$ cat src/rtl/queue_dispatcher.sv
// Pops one entry from a granted request queue and issues it on a valid/ready master port,
// returning a consumed pulse and keeping per-queue served counters, a watchdog and sticky error flags.
module queue_dispatcher #(
  parameter int unsigned NUMBER_OF_QUEUES = 4,
  parameter int unsigned DATA_WIDTH       = 64,
  parameter int unsigned REGISTER_SIZE    = 32,
  parameter int unsigned TIMEOUT_CYCLES   = 1024
) (
  input  logic                                         clock,
  input  logic                                         reset,
  input  logic                                         enable,
  input  logic [$clog2(NUMBER_OF_QUEUES)-1:0]          id,
  input  logic [NUMBER_OF_QUEUES-1:0]                  empty,
  input  logic [NUMBER_OF_QUEUES*DATA_WIDTH-1:0]       queue_data,
  output logic [NUMBER_OF_QUEUES-1:0]                  pop,
  output logic                                         m_valid,
  input  logic                                         m_ready,
  output logic [DATA_WIDTH-1:0]                        m_data,
  output logic [$clog2(NUMBER_OF_QUEUES)-1:0]          m_id,
  output logic                                         consumed,
  output logic [NUMBER_OF_QUEUES*REGISTER_SIZE-1:0]    served,
  output logic                                         timeout,
  output logic                                         spurious,
  input  logic                                         clear_flags
);

  localparam int unsigned ID_W = $clog2(NUMBER_OF_QUEUES);
  localparam logic [REGISTER_SIZE-1:0] TIMEOUT_LIM = REGISTER_SIZE'(TIMEOUT_CYCLES);

  typedef enum logic [1:0] {
    IDLE = 2'd0,
    SEND = 2'd1,
    DONE = 2'd2
  } state_t;

  state_t                   state_q, state_d;
  logic                     m_valid_q, m_valid_d;
  logic [DATA_WIDTH-1:0]    m_data_q, m_data_d;
  logic [ID_W-1:0]          m_id_q, m_id_d;
  logic                     consumed_q, consumed_d;
  logic [REGISTER_SIZE-1:0] served_q [NUMBER_OF_QUEUES];
  logic [REGISTER_SIZE-1:0] served_d [NUMBER_OF_QUEUES];
  logic [REGISTER_SIZE-1:0] wdog_q, wdog_d;
  logic                     timeout_q, timeout_d;
  logic                     spurious_q, spurious_d;

  logic                     head_empty;
  logic [DATA_WIDTH-1:0]    head_data;
  logic                     grant_ok;
  logic                     timeout_set;

  // Head-of-queue select; an id matching no queue reads as empty.
  always_comb begin
    head_empty = 1'b1;
    head_data  = '0;
    for (int q = 0; q < int'(NUMBER_OF_QUEUES); q++) begin
      if (id == ID_W'(q)) begin
        head_empty = empty[q];
        head_data  = queue_data[q*DATA_WIDTH +: DATA_WIDTH];
      end
    end
  end

  assign grant_ok = enable && (state_q == IDLE) && !head_empty;

  always_comb begin
    pop = '0;
    for (int q = 0; q < int'(NUMBER_OF_QUEUES); q++) begin
      pop[q] = grant_ok && (id == ID_W'(q));
    end
  end

  // Next-state and registered-output logic.
  always_comb begin
    state_d     = state_q;
    m_valid_d   = m_valid_q;
    m_data_d    = m_data_q;
    m_id_d      = m_id_q;
    consumed_d  = 1'b0;
    served_d    = served_q;
    wdog_d      = wdog_q;
    timeout_set = 1'b0;

    unique case (state_q)
      IDLE: begin
        if (grant_ok) begin
          m_data_d  = head_data;
          m_id_d    = id;
          m_valid_d = 1'b1;
          wdog_d    = '0;
          state_d   = SEND;
        end
      end
      SEND: begin
        if (m_ready) begin
          m_valid_d  = 1'b0;
          consumed_d = 1'b1;
          state_d    = DONE;
        end else if (wdog_q != TIMEOUT_LIM) begin
          wdog_d = wdog_q + REGISTER_SIZE'(1);
          if ((wdog_q + REGISTER_SIZE'(1)) == TIMEOUT_LIM) begin
            timeout_set = 1'b1;
          end
        end
      end
      DONE: begin
        for (int q = 0; q < int'(NUMBER_OF_QUEUES); q++) begin
          if (m_id_q == ID_W'(q)) begin
            served_d[q] = served_q[q] + REGISTER_SIZE'(1);
          end
        end
        state_d = IDLE;
      end
      default: begin
        m_valid_d = 1'b0;
        state_d   = IDLE;
      end
    endcase

    // A new flag event overrides a simultaneous clear.
    timeout_d  = clear_flags ? 1'b0 : timeout_q;
    spurious_d = clear_flags ? 1'b0 : spurious_q;
    if (timeout_set) begin
      timeout_d = 1'b1;
    end
    if (enable && !grant_ok) begin
      spurious_d = 1'b1;
    end
  end

  always_ff @(posedge clock) begin
    if (reset) begin
      state_q    <= IDLE;
      m_valid_q  <= 1'b0;
      m_data_q   <= '0;
      m_id_q     <= '0;
      consumed_q <= 1'b0;
      wdog_q     <= '0;
      timeout_q  <= 1'b0;
      spurious_q <= 1'b0;
      for (int q = 0; q < int'(NUMBER_OF_QUEUES); q++) begin
        served_q[q] <= '0;
      end
    end else begin
      state_q    <= state_d;
      m_valid_q  <= m_valid_d;
      m_data_q   <= m_data_d;
      m_id_q     <= m_id_d;
      consumed_q <= consumed_d;
      wdog_q     <= wdog_d;
      timeout_q  <= timeout_d;
      spurious_q <= spurious_d;
      for (int q = 0; q < int'(NUMBER_OF_QUEUES); q++) begin
        served_q[q] <= served_d[q];
      end
    end
  end

  assign m_valid  = m_valid_q;
  assign m_data   = m_data_q;
  assign m_id     = m_id_q;
  assign consumed = consumed_q;
  assign timeout  = timeout_q;
  assign spurious = spurious_q;

  for (genvar g = 0; g < int'(NUMBER_OF_QUEUES); g++) begin : g_served
    assign served[g*REGISTER_SIZE +: REGISTER_SIZE] = served_q[g];
  end

endmodule

$ cat config.mk
export PLATFORM = sky130hd
export DESIGN_NAME = queue_dispatcher
export DESIGN_NICKNAME = d
export VERILOG_FILES = /design/src/rtl/queue_dispatcher.sv
export SDC_FILE = /design/constraint.sdc
export NUM_CORES = 1
export LEC_CHECK = 0
export ABC_AREA = 1
export CAP_MARGIN = 20
export CORE_AREA = 2 2 183 185
export CTS_BUF_LIST = sky130_fd_sc_hd__clkbuf_8
export CTS_CLUSTER_SIZE = 24
export DETAILED_ROUTE_END_ITERATION = 8
export DIE_AREA = 0 0 185 187
export GPL_TIMING_DRIVEN = 0
export PLACE_DENSITY = 0.72
export SETUP_SLACK_MARGIN = 0.5
export SYNTH_ARGS = -nofsm -noshare
export SYNTH_HDL_FRONTEND = slang
export SYNTH_SLANG_ARGS = --single-unit
$ cat constraint.sdc
create_clock -name clock -period 4.7 [get_ports clock]
set_input_delay 0.94 -clock clock [delete_from_list [all_inputs] [get_ports clock]]
set_output_delay 0.94 -clock clock [all_outputs]
set_load 0.1 [all_outputs]
=== Word-level counts from Yosys, hierarchy flattened ===
Index checks and enable logic that the tools add are counted.

* Bits in registers: 232
* Latch bits: 0
* RAM bits: 0
* Memory bits (read-only): 0
* Input bits: 267
* Output and inout bits: 202
* Word-level logic and storage cells: 83
* Memories: 0

* $add $sub $neg: 5
* Multipliers: 0
* Divide/modulo/power cells: 0
* $lt $le $gt $ge: 0
* Eq/ne operators: 14
* Shift-type cells: 0
* Mux-type cells: 26
* Bitwise gates (word level): 2
* Reduce and logical (&&, ||, !) cells: 24

{| class="wikitable"
|+ Operator list
! kind !! number
|-
| 64-bit two-way mux || 4
|-
| 32-bit by 1-bit adder with 32-bit output (second input constant) || 5
|-
| 32-bit two-way mux || 3
|-
| 32-bit case mux with 2 select lines || 1
|-
| 32-bit by 11-bit equality test with 1-bit output (second input constant) || 1
|-
| 32-bit by 11-bit inequality test with 1-bit output (second input constant) || 1
|-
| 1-bit two-way mux || 14
|-
| 2-bit AND reduction || 6
|-
| 2-bit equality test (second input constant) || 5
|-
| 2-bit inequality test (second input constant) || 4
|-
| 1-bit logical AND || 7
|-
| 2-bit by 1-bit equality test with 1-bit output (second input constant) || 3
|-
| 2-bit zero test || 3
|-
| 2-bit nonzero test || 3
|-
| 2-bit two-way mux || 2
|-
| 2-bit case mux with 2 select lines || 1
|-
| 4-bit AND reduction || 1
|-
| 1-bit case mux with 3 select lines || 1
|-
| 3-bit AND reduction || 1
|-
| 1-bit zero test || 2
|-
| 1-bit NOT || 2
|-
| 2-bit OR reduction || 1
|}

=== Logic depth before layout (Yosys ltp) ===
Gate-level depths: netlist of the first run.

* Word-level depth: 10
* Mapped depth: 14
* Gate-level depth less buffers: 13

=== Worst setup path before layout of the first run ===
No wires, ideal clock.

* Path kind: input to output
* From: in id[1]
* To: out pop[1]
* Data arrival time: 3,270 ps
* Data required time: 3,760 ps
* Setup slack: 490 ps
* Cell stages on the path: 12
* Path through: inv_1 -> nand2_1 -> inv_1 -> nand2_1 -> nand3_1 -> nand2_1 -> nand2_1 -> a21oi_2 -> clkbuf_1 -> buf_2 -> nand2_1 -> nor2_1

* Cells in the longest elaborated chain, start to end: 8

{| class="wikitable"
|+ RTL lines
! item !! RTL line !! source
|-
| from (decl) || 12 || <nowiki>input logic [$clog2(NUMBER_OF_QUEUES)-1:0] id,</nowiki>
|-
| 2-bit zero test || 57 || <nowiki>if (id == ID_W'(q)) begin</nowiki>
|-
| 1-bit two-way mux (4 in a row) || 57 ||
|-
| 1-bit zero test || 64 || <nowiki>assign grant_ok = enable && (state_q == IDLE) && !head_empty;</nowiki>
|-
| 1-bit logical AND || 64 ||
|-
| 1-bit logical AND (*) || 69 || <nowiki>pop[q] = grant_ok && (id == ID_W'(q));</nowiki>
|-
| to (decl) || 15 || <nowiki>output logic [NUMBER_OF_QUEUES-1:0] pop,</nowiki>
|}

Every way passes the cells marked *; elsewhere a longest branch is shown, timed or not.

=== Worst setup path after layout of the first run ===
* From: in enable
* To: out pop[1]

* Cells in the longest elaborated chain, start to end: 3

{| class="wikitable"
|+ RTL lines
! item !! RTL line !! source
|-
| from (decl) || 11 || <nowiki>input logic enable,</nowiki>
|-
| 1-bit logical AND (2 in a row) || 64 ||
|-
| 1-bit logical AND || 69 ||
|}

No other way between the ends.

==> summary.md, run 1 <==
| Metric | Value |
|---|---|
| Largest area contributor in the netlist | `dfxtp_1` |
| Core Util, Final | `0.577` |
| Syn Std Cell Area | `~13000 sq um` |
| Synth area leaders | `dfxtp_1, nand2_1, nor2_1, a21oi_1, nand3_1` |
| Max transition margin | `0.228` |
| Syn Nets | `between 2000 and 2500` |
| Antenna violations before repair | `19` |
| Clock Skew | `0.0237 ns` |
| Setup TNS | `0 ns` |
| Die H | `about 190 um` |
| Final wirelength | `around 55 mm` |
| Period minus WS final | `between 3 and 4 ns` |
| CP peak stage delay | `0.49 ns` |
| Register area share after synthesis | `0.366` |
| Max H-tree Level | `2` |
| Reg clk slew, reported paths | `0.06 ns` |
| Post-synth EDFFs | `0` |
| Hold Worst Slack | `0.461 ns` |
| Crit Path Max Fanout | `10` |
| IO Pins | `roughly 470` |
| Clock Tree Root | `clkbuf_8` |
| Layout Nets | `about 2800` |
| Die W | `185 um` |
| Fillcell total | `~3300` |
| Share of layout cells above drive strength 1 | `0.0493` |
| Ys flop type | `dfxtp_1` |
| Hold Violations, Final | `0` |
| Number of cell rows | `67` |
| Mapped Avg Cell Area | `roughly 6.4 sq um` |
| Clk_lat worst skew | `around 0.57 ns` |
| Largest net degree at the start of global routing | `13` |
| Slowest stage cell, crit path | `clkdlybuf4s50_1` |
| Max Slew Vio Count | `0` |
| Clock Tree Buf Depth | `3` |
| Crit path DAT | `approximately 3.0 ns` |
| Crit share post-route | `0.838` |
| Bufs and invs on worst path | `4` |
| First-pass detailed-route iteration total | `9` |
| Vias in the first global route | `around 15000` |
| Min-Delay Path Class | `reg -> reg` |
| Synth top area share | `0.366` |
| First-pass GRT wire length | `83.0 mm` |
| Grt met3 use | `0.0931` |
| Total grt overflow | `0` |
| DR WL/cell | `about 18 um` |
| WS Path Type | `in -> out` |
| Worst min-delay path startpoint | `m_data[14]` |
| DR vias | `between 15000 and 20000` |
| Synth warnings | `0` |
| Routed Antenna Nets | `0` |
| RR Startpoint | `wdog_q[1]` |
| PwrDens | `approximately 280 nW/um^2` |
| RSZ-0062 raised after global routing | `false` |
| Worst Tran Pin Value | `between 1 and 1.5 ns` |
| Leakage | `slightly below 0.007 uW` |
| Die area | `34600 sq um` |
| GR Util met1 | `0.358` |
| Setup bufs post-CTS | `0` |
| Busiest grt layer | `met2` |
| Startpoint types | `input port` |
| Worst setup EP type | `primary output` |
| Clock sink total | `232` |
| Gr usage total | `0.309` |
| Max Freq | `around 0.25 GHz` |
| Critical path cell sequence | `clkdlybuf4s50_1 -> nor3b_1 -> nand2_1 -> a21oi_4 -> buf_6 -> clkbuf_4 -> nand2_1 -> nor2_2 -> buf_8` |
| First DRT Iteration DRCs | `930` |
| Netlist cell types | `38` |
| Initial Util | `0.386` |
| Status | `complete, no violations` |
| Cells after Synth | `1986` |
| Seq cells post-synth | `around 230` |
| Final setup viols | `0` |
| IO buf count | `between 400 and 500` |
| Hold Path Stages | `2` |
| Power Total | `roughly 5400 uW` |
| Syn-to-layout area delta | `49.4%` |
| Detailed Place HPWL | `about 44 mm` |
| Flop2flop setup slack | `approximately 2.2 ns` |
| CTS tree | `built` |
| Worst path required time | `around 3.8 ns` |
| # DRC | `0` |
| RD Place Congestion | `roughly 1` |
| Reg2reg end | `timeout` |
| VDD IR max | `around 0.26 mV` |
| Delay-heaviest family, CP | `buffers and inverters` |
| CP startpoint | `enable` |
| # Max-Cap Violations | `0` |
| CTS Buf Count | `between 40 and 50` |
| Core ar. | `~33000 sq um` |
| Hold EP | `m_data[14]` |
| Detail-routed via count per cell | `just over 5` |
| Most used cell, CP | `nand2_1` |
| Post-synth ARST share | `0` |
| GR Util met2 | `0.512` |
| Worst reg2reg path depth | `13` |
| Hold-fix buffers at CTS | `0` |
==> where the power goes <==
| part | total [uW] | internal (uW) | leakage, uW | switching, uW |
|---|---|---|---|---|
| clock | 2150 | 1200 | 0.000549 | 952 |
| sequential | 2080 | 2030 | 0.00188 | 48.5 |
| combinational | 1150 | 401 | 0.00449 | 746 |
==> synth_stat cells, types with 7 or more instances <==
cell type and instances:
nor3_1 46, inv_1 173, nor2_2 9, nor4_1 13, xnor2_1 12, buf_2 9
nand2_1 580, xor2_1 18, o21ai_0 106, nand3b_1 7, a221oi_1 22, nor2_1 235
nand3_1 148, a21oi_1 162, o21a_1 11, clkbuf_1 71, dfxtp_1 232, nand4_1 77
==> layer usage <==
layer,routed length [um],share of wire
met4,2980,0.054
met5,41,0.00074
met2,25700,0.46
met3,5410,0.098
met1,21100,0.38
==> flip-flops by register name (all words and copies together), names as in the netlist <==
name / cells
served: 128
m_data: 64
wdog_q: 32
m_id: 2
state_q: 2
consumed: 1
m_valid: 1
spurious: 1
timeout: 1
==> worst max-delay path by stage <==
stage / end / cells past startpoint
finish: pop[1] / 9
floorplan: pop[3] / 11
CTS: pop[1] / 14
global route: pop[1] / 9
global placement: pop[1] / 14
detailed placement: pop[1] / 14
==> worst reg2reg max path: stages (launching register included) <==
cell	delay (ns)
dfxtp_1	0.39
ha_1	0.23
nand2_1	0.11
nor2_1	0.29
nand2_1	0.20
nor2_1	0.41
nand2_1	0.09
nand2_1	0.08
nand2_1	0.06
nor2_1	0.10
nand2_1	0.06
nor2_1	0.13
nand3_1	0.12
a21oi_1	0.13
==> area by class of cell <==
| class | instances | area, sq um | share of cell area |
|---|---|---|---|
| Clock inverter | 22 | 129 | 0.00680 |
| Timing Repair Buffer | 468 | 4690 | 0.247 |
| Buffer | 84 | 339 | 0.0179 |
| Tap cell | 448 | 561 | 0.0296 |
| Inverter | 179 | 672 | 0.0355 |
| Antenna cell | 15 | 37.5 | 0.00198 |
| Multi-Input combinational cell | 1491 | 7060 | 0.372 |
| Sequential cell | 232 | 4640 | 0.245 |
| Clock buffer | 60 | 826 | 0.0436 |
==> logic make-up (layout without fill, tap and decap cells) <==
logic type / after synthesis / in the layout / share of synthesized area
and+or+nand+nor: 1144 / 1144 / 0.395
buffers and inverters: 263 / 813 / 0.0787
other: 0 / 15 / 0
xor gates and xnor gates: 30 / 30 / 0.0207
AOI/OAI and AO/OA: 311 / 311 / 0.133
DFF: 232 / 232 / 0.366
adders and majority gates: 6 / 6 / 0.00592
==> metrics by stage <==
stage	cells	area, sq um	worst slack [ns]
3_5_place_dp	2902	17900	-0.738
4_1_cts	2984	18900	0.406
6_report	2999	19000	0.760
3_3_place_gp	2902	17900	-0.686
2_1_floorplan	1986	12700	0.734
5_1_grt	2996	18900	0.636
==> repair_timing <==
item | in CTS | in global routing
resized for setup | 22 | 11
pin swaps | 0 | 0
endpoints found under the setup margin | 4 | 3
==> layout by cell type, fill, tap and decap left out, types with 4 or more instances in the layout <==
master,count
ha_1,6
xor2_1,18
a21oi_1,162
o21ai_0,106
nor3_4,4
diode_2,15
o21a_1,11
inv_1,187
nor4_1,13
nand2_1,580
a221oi_1,22
inv_2,6
dfxtp_1,232
nand3_2,5
buf_2,9
clkinv_2,4
nor3_1,46
clkbuf_1,68
nor2_2,10
clkdlybuf4s50_1,462
buf_1,4
xnor2_1,12
clkbuf_8,60
nor2_1,234
nand4_1,77
nand3_1,148
nand3b_1,7
(Power assumes the default switching activity.)
==> run 2: changes to the inputs <==
--- a/config.mk
+++ b/config.mk
@@ -13,7 +13,7 @@
 export DETAILED_ROUTE_END_ITERATION = 8
 export DIE_AREA = 0 0 185 187
 export GPL_TIMING_DRIVEN = 0
-export PLACE_DENSITY = 0.72
+export PLACE_DENSITY = 0.74
 export SETUP_SLACK_MARGIN = 0.5
 export SYNTH_ARGS = -nofsm -noshare
 export SYNTH_HDL_FRONTEND = slang
==> constraint.sdc (replaced) <==
create_clock -name clock -period 3.3 [get_ports clock]
set_input_delay 0.66 -clock clock [delete_from_list [all_inputs] [get_ports clock]]
set_output_delay 0.66 -clock clock [all_outputs]
set_load 0.1 [all_outputs]
==> run 2 against run 1 <==
Die area unchanged; critical path type is now reg -> out; critical path depth decreased by 8; flip-flop and latch count unchanged; largest power group is now registers; critical endpoint is now m_data[61]; wire length rose by 2.3%; clock skew grew 0.020 ns; hold slack better by 0.0017 ns.
==> summary.md, run 2 (synthesis gave the netlist of run 1 again) <==
| Metric | Value |
|---|---|
| Power Total | `~7400 uW` |
| Routed Antenna Nets | `0` |
| Min-Delay Path Class | `reg -> reg` |
| Crit path DAT | `between 2 and 2.5 ns` |
| Logic pwr share | `0.226` |
| # DRC | `0` |
| Post-route cell area | `between 15000 and 20000 sq um` |
| Fillcell total | `around 3300` |
| Detail-routed via count per cell | `between 5 and 6` |
| RD Place Congestion | `0.950` |
| Sw Ratio | `0.331` |
| Bufs and invs on worst path | `1` |
| Clock sink total | `about 230` |
| Crit Path Max Fanout | `2` |
| DR WL/cell | `about 19 um` |
| Largest net degree at the start of global routing | `14` |
| Startpoint types | `flop` |
| Highest-count cells in the layout ignoring fill and taps | `nand2_1, clkdlybuf4s50_1, nor2_1, dfxtp_1, inv_1` |
| Critical path depth | `1` |
| Share of layout cells above drive strength 1 | `0.0551` |
| Die W | `185 um` |
| VDD IR max | `0.347 mV` |
| Final setup viols | `0` |
| CTS tree | `built` |
| Layout Nets | `about 2800` |
| PwrDens | `392 nW/um^2` |
| Pint | `4970 uW` |
| IO Pins | `469` |
| First DRT Iteration DRCs | `between 800 and 900` |
| Die area | `34600 sq um` |
| DP Area | `around 18000 sq um` |
| Max reg flops | `between 100 and 150` |
| Leading cell type in the layout, fill and taps excluded | `nand2_1` |
| Core Util, Final | `0.577` |
| Placed insts | `just under 3000` |
| First-pass GRT wire length | `around 84 mm` |
| Core ar. | `32900 sq um` |
| Total grt overflow | `0` |
| CTS Buf Count | `43` |
| Worst setup EP type | `primary output` |
| Storage cell area | `between 4000 and 5000 sq um` |
| DR vias | `about 16000` |
| Period minus WS final | `between 2 and 3 ns` |
| RSZ-0062 raised after global routing | `false` |
| Reg clk slew, reported paths | `approximately 0.060 ns` |
| Die H | `187 um` |
| Hold Path Stages | `2` |
| Crit share post-route | `0.838` |
| Hold Violations, Final | `0` |
| First-pass detailed-route iteration total | `5` |
| Final wirelength | `approximately 57 mm` |
| Post-route insts no fill | `around 3000` |
| Number of cell rows | `67` |
| Syn-to-layout area delta | `49.3%` |
| Antenna violations before repair | `11` |
| Setup TNS | `0 ns` |
| Worst Tran Pin Value | `about 1.1 ns` |
| # Max-Cap Violations | `0` |
| CP peak stage delay | `1.21 ns` |
| Clock Skew | `0.0436 ns` |
| Status | `complete, no violations` |
| Max H-tree Level | `2` |
| Worst path required time | `about 2.6 ns` |
| Worst reg2reg path depth | `13` |
| Clock Tree Buf Depth | `3` |
| Leakage | `between 0.007 and 0.008 uW` |
| Critical path cell sequence | `clkdlybuf4s50_1` |
| Max Slew Vio Count | `0` |
| Clock power share | `0.375` |
| Detailed Place HPWL | `44.9 mm` |
| Vias in the first global route | `15200` |
| P_sw | `between 2000 and 2500 uW` |
| Max transition margin | `0.254` |
| Gr usage total | `0.315` |
| Clk_lat worst skew | `0.59 ns` |
| Sequential share of power | `0.399` |
| Delay-heaviest family, CP | `buffers and inverters` |
| IO buf count | `roughly 470` |
| Initial Util | `0.386` |
| Slowest stage cell, crit path | `clkdlybuf4s50_1` |
| Hold-fix buffers at CTS | `0` |
| WS Path Type | `reg -> out` |
| Footprint of the multi-input gates | `just over 7000 sq um` |
| Max Freq | `0.361 GHz` |
| Clock Tree Root | `clkbuf_8` |
-- run 2: changes by cell type in the layout (fill, tap and decap cells not counted), sizes merged --
cell           before  now
dlygate4sd2         1  110
clkinv              4    2
inv               196  197
clkinvlp            0    2
clkdlybuf4s50     462  329
dlymetal6s2s        2   22
clkbuf            130  121
buf                17   32
diode              15   10
-- run 2: through the flow --
step / hold WS (ns) / setup WS [ns]
2_1_floorplan: 0.465 / 0.352
3_3_place_gp: 0.448 / -1.49
3_5_place_dp: 0.455 / -1.53
4_1_cts: 0.465 / 0.349
5_1_grt: 0.481 / 0.501
6_report: 0.462 / 0.533
-- run 2: power by group through the flow --
stage               logic [uW]  clock network, uW  registers (uW)
detailed placement        1630                  0            3020
CTS                       1660               2830            2960
global route              1770               2950            2970
finish                    1680               2790            2960
global placement          1630                  0            3020
floorplan                  453                  0            3490
-- run 2: layout make-up --
type / instances / share of cell area
Antenna cell: 10 / 0.00132
Buffer: 84 / 0.0197
Multi-Input combinational cell: 1491 / 0.375
Clock inverter: 23 / 0.00786
Tap cell: 448 / 0.0296
Clock buffer: 51 / 0.0370
Sequential cell: 232 / 0.245
Inverter: 179 / 0.0361
Timing Repair Buffer: 479 / 0.249
-- run 2: layer usage --
| metal | GRT usage | vias to the layer above | wire length [um] |
|---|---|---|---|
| met5 | 0 | - | 13 |
| met4 | 0.141 | 2 | 2350 |
| met3 | 0.0935 | 131 | 4870 |
| met2 | 0.549 | 638 | 27400 |
| met1 | 0.351 | 7337 | 21900 |
| li1 | - | 7611 | - |
-- run 2: worst paths after layout --
path / start / endpoint / slack, ns
min: m_data[2] / m_data[2] / 0.46
max reg2reg: wdog_q[1] / timeout / 0.83
max: m_data[61] / m_data[61] / 0.53
min reg2reg: m_data[2] / m_data[2] / 0.46
-- run 2: timing repair --
item                                    4_1_cts  5_1_grt
endpoints found under the setup margin      112       25
buffers inserted                              5        6
pin swaps                                     4        5
gates resized for setup                     173       42
==> run 3: changes to the inputs <==
--- a/config.mk
+++ b/config.mk
@@ -13,7 +13,7 @@
 export DETAILED_ROUTE_END_ITERATION = 8
 export DIE_AREA = 0 0 185 187
 export GPL_TIMING_DRIVEN = 0
-export PLACE_DENSITY = 0.74
+export PLACE_DENSITY = 0.72
 export SETUP_SLACK_MARGIN = 0.5
 export SYNTH_ARGS = -nofsm -noshare
 export SYNTH_HDL_FRONTEND = slang
==> constraint.sdc (replaced) <==
create_clock -name clock -period 2.6 [get_ports clock]
set_input_delay 0.52 -clock clock [delete_from_list [all_inputs] [get_ports clock]]
set_output_delay 0.52 -clock clock [all_outputs]
set_load 0.1 [all_outputs]
==> run 3 against run 2 <==
Die area stayed put; sequential power is 27% higher; clock power grew 29%; design area increased by 4.0%.
==> summary.md, run 3 (synthesis gave the netlist of run 1 again) <==
| Metric | Value |
|---|---|
| Status | `complete, no violations` |
| # DRC | `0` |
| Crit path DAT | `about 2 ns` |
| Hold Worst Slack | `~0.46 ns` |
| Die H | `187 um` |
| Worst setup EP type | `primary output` |
| DR vias | `15700` |
| Hold Violations, Final | `0` |
| Syn-to-layout area delta | `55.4%` |
| CTS tree | `built` |
| Routed Antenna Nets | `0` |
| DR WL/cell | `around 19 um` |
| Leading cell type in the layout, fill and taps excluded | `nand2_1` |
| Final setup viols | `0` |
| IO Pins | `469` |
| RD Place Congestion | `about 0.95` |
| Vias in the first global route | `~15000` |
| Highest-count cells in the layout ignoring fill and taps | `nand2_1, clkdlybuf4s50_1, nor2_1, inv_1, a21oi_1` |
| Antenna violations before repair | `19` |
| Core ar. | `about 33000 sq um` |
| Clock Tree Buf Depth | `3` |
| Layout Nets | `roughly 2800` |
| VDD IR max | `0.344 mV` |
| Sw Ratio | `0.330` |
| Pint | `approximately 6400 uW` |
| CTS Buf Count | `44` |
| Clock sink total | `232` |
| IO buf count | `around 470` |
| Clock Tree Root | `clkbuf_8` |
| Worst Tran Pin Value | `just under 0.8 ns` |
| Detailed Place HPWL | `around 45 mm` |
| Dpl ws | `-1.68 ns` |
| WS Path Type | `reg -> out` |
| CP peak stage delay | `0.35 ns` |
| Startpoint types | `flop` |
| Crit Path Max Fanout | `4` |
| Final setup margin | `about 0.10 ns` |
| Detail-routed via count per cell | `~5.2` |
| Power Total | `9510 uW` |
| First-pass detailed-route iteration total | `5` |
| Clock Skew | `between 0.02 and 0.03 ns` |
| Max Freq | `between 0.4 and 0.5 GHz` |
| Initial Util | `0.386` |
| Final wirelength | `57.2 mm` |
| Largest net degree at the start of global routing | `13` |
| Critical path cell sequence | `nor3b_4 -> nand2_2 -> a21oi_4 -> buf_8 -> buf_8 -> nand2_4 -> nor2_4 -> buf_12` |
| Worst reg2reg path depth | `10` |
| Logic pwr share | `0.226` |
| RSZ-0062 raised after global routing | `true` |
| Core Util, Final | `0.600` |
| Die W | `around 190 um` |
| Clk_lat worst skew | `around 0.58 ns` |
| Share of layout cells above drive strength 1 | `0.199` |
| Worst path required time | `around 2.1 ns` |
| Slowest stage cell, crit path | `dfxtp_4` |
| Leakage | `around 0.0073 uW` |
| PwrDens | `between 400 and 500 nW/um^2` |
| Max Slew Vio Count | `0` |
| Max transition margin | `0.472` |
| Crit share post-route | `0.960` |
| First DRT Iteration DRCs | `~1100` |
| Most used cell, CP | `buf_8` |
| # Max-Cap Violations | `0` |
| Die area | `around 35000 sq um` |
| Reg clk slew, reported paths | `about 0.06 ns` |
| Clock power share | `0.378` |
| Number of cell rows | `67` |
| Max H-tree Level | `2` |
| Hold Path Stages | `2` |
| P_sw | `around 3100 uW` |
| First-pass GRT wire length | `about 85 mm` |
| Total grt overflow | `0` |
| Min-Delay Path Class | `reg -> reg` |
| Sequential share of power | `0.396` |
| Period minus WS final | `approximately 2.5 ns` |
| Gr usage total | `0.320` |
| Max reg flops | `~130` |
[run 3: routing by layer]
layer | wire length (um) | vias to the layer above | share of wire | GRT usage
met3 | 5050 | 137 | 0.088 | 0.0868
met1 | 22000 | 7295 | 0.39 | 0.375
met5 | 85 | - | 0.0015 | 0
met4 | 2420 | 14 | 0.042 | 0.131
met2 | 27600 | 620 | 0.48 | 0.550
li1 | - | 7673 | - | -
[run 3: final cells by class]
cell class / instances / area (sq um)
Fill cell: 3164 / 13100
Multi-Input combinational cell: 1491 / 7370
Timing Repair Buffer: 500 / 5010
Sequential cell: 232 / 4770
Clock buffer: 53 / 729
Inverter: 179 / 693
Tap cell: 448 / 561
Buffer: 84 / 413
Clock inverter: 25 / 141
Antenna cell: 11 / 27.5
[run 3: worst paths after layout]
| check | startpoint | slack (ns) | end |
|---|---|---|---|
| hold / removal | m_data[23] | 0.46 | m_data[23] |
| setup reg to reg | state_q[0] | 0.59 | served[63] |
| setup / recovery | state_q[1] | 0.10 | pop[1] |
| hold reg to reg | m_data[23] | 0.46 | m_data[23] |
[run 3: stage by stage]
stage               area, sq um  TNS [ns]  std cells
floorplan                 12900         0       1986
global placement          18100    -42.03       2902
detailed placement        18100    -47.02       2902
CTS                       19400         0       2998
global route              19700         0       3022
finish                    19700         0       3023
[run 3: critical path, delay by kind of cell (launching register included)]
family | cells | cell delay [ns]
AND/OR/NAND/NOR | 4 | 0.48
buffers and inverters | 3 | 0.42
flip-flops | 1 | 0.35
AO/OA/AOI/OAI | 1 | 0.17
[run 3: power groups by stage]
stage / clock, uW / sequential, uW / combinational (uW)
2_1_floorplan: 0 / 4430 / 591
3_3_place_gp: 0 / 3820 / 2080
3_5_place_dp: 0 / 3820 / 2090
4_1_cts: 3650 / 3750 / 2120
5_1_grt: 3840 / 3770 / 2270
6_report: 3600 / 3760 / 2150
[run 3: what timing repair did]
| item | in CTS | in global routing |
|---|---|---|
| endpoints found under the hold margin | 0 | 0 |
| pin swaps | 12 | 17 |
| resized for setup | 725 | 133 |
| buffers inserted | 18 | 14 |
| endpoints found under the setup margin | 317 | 147 |
| hold buffers | 0 | 0 |
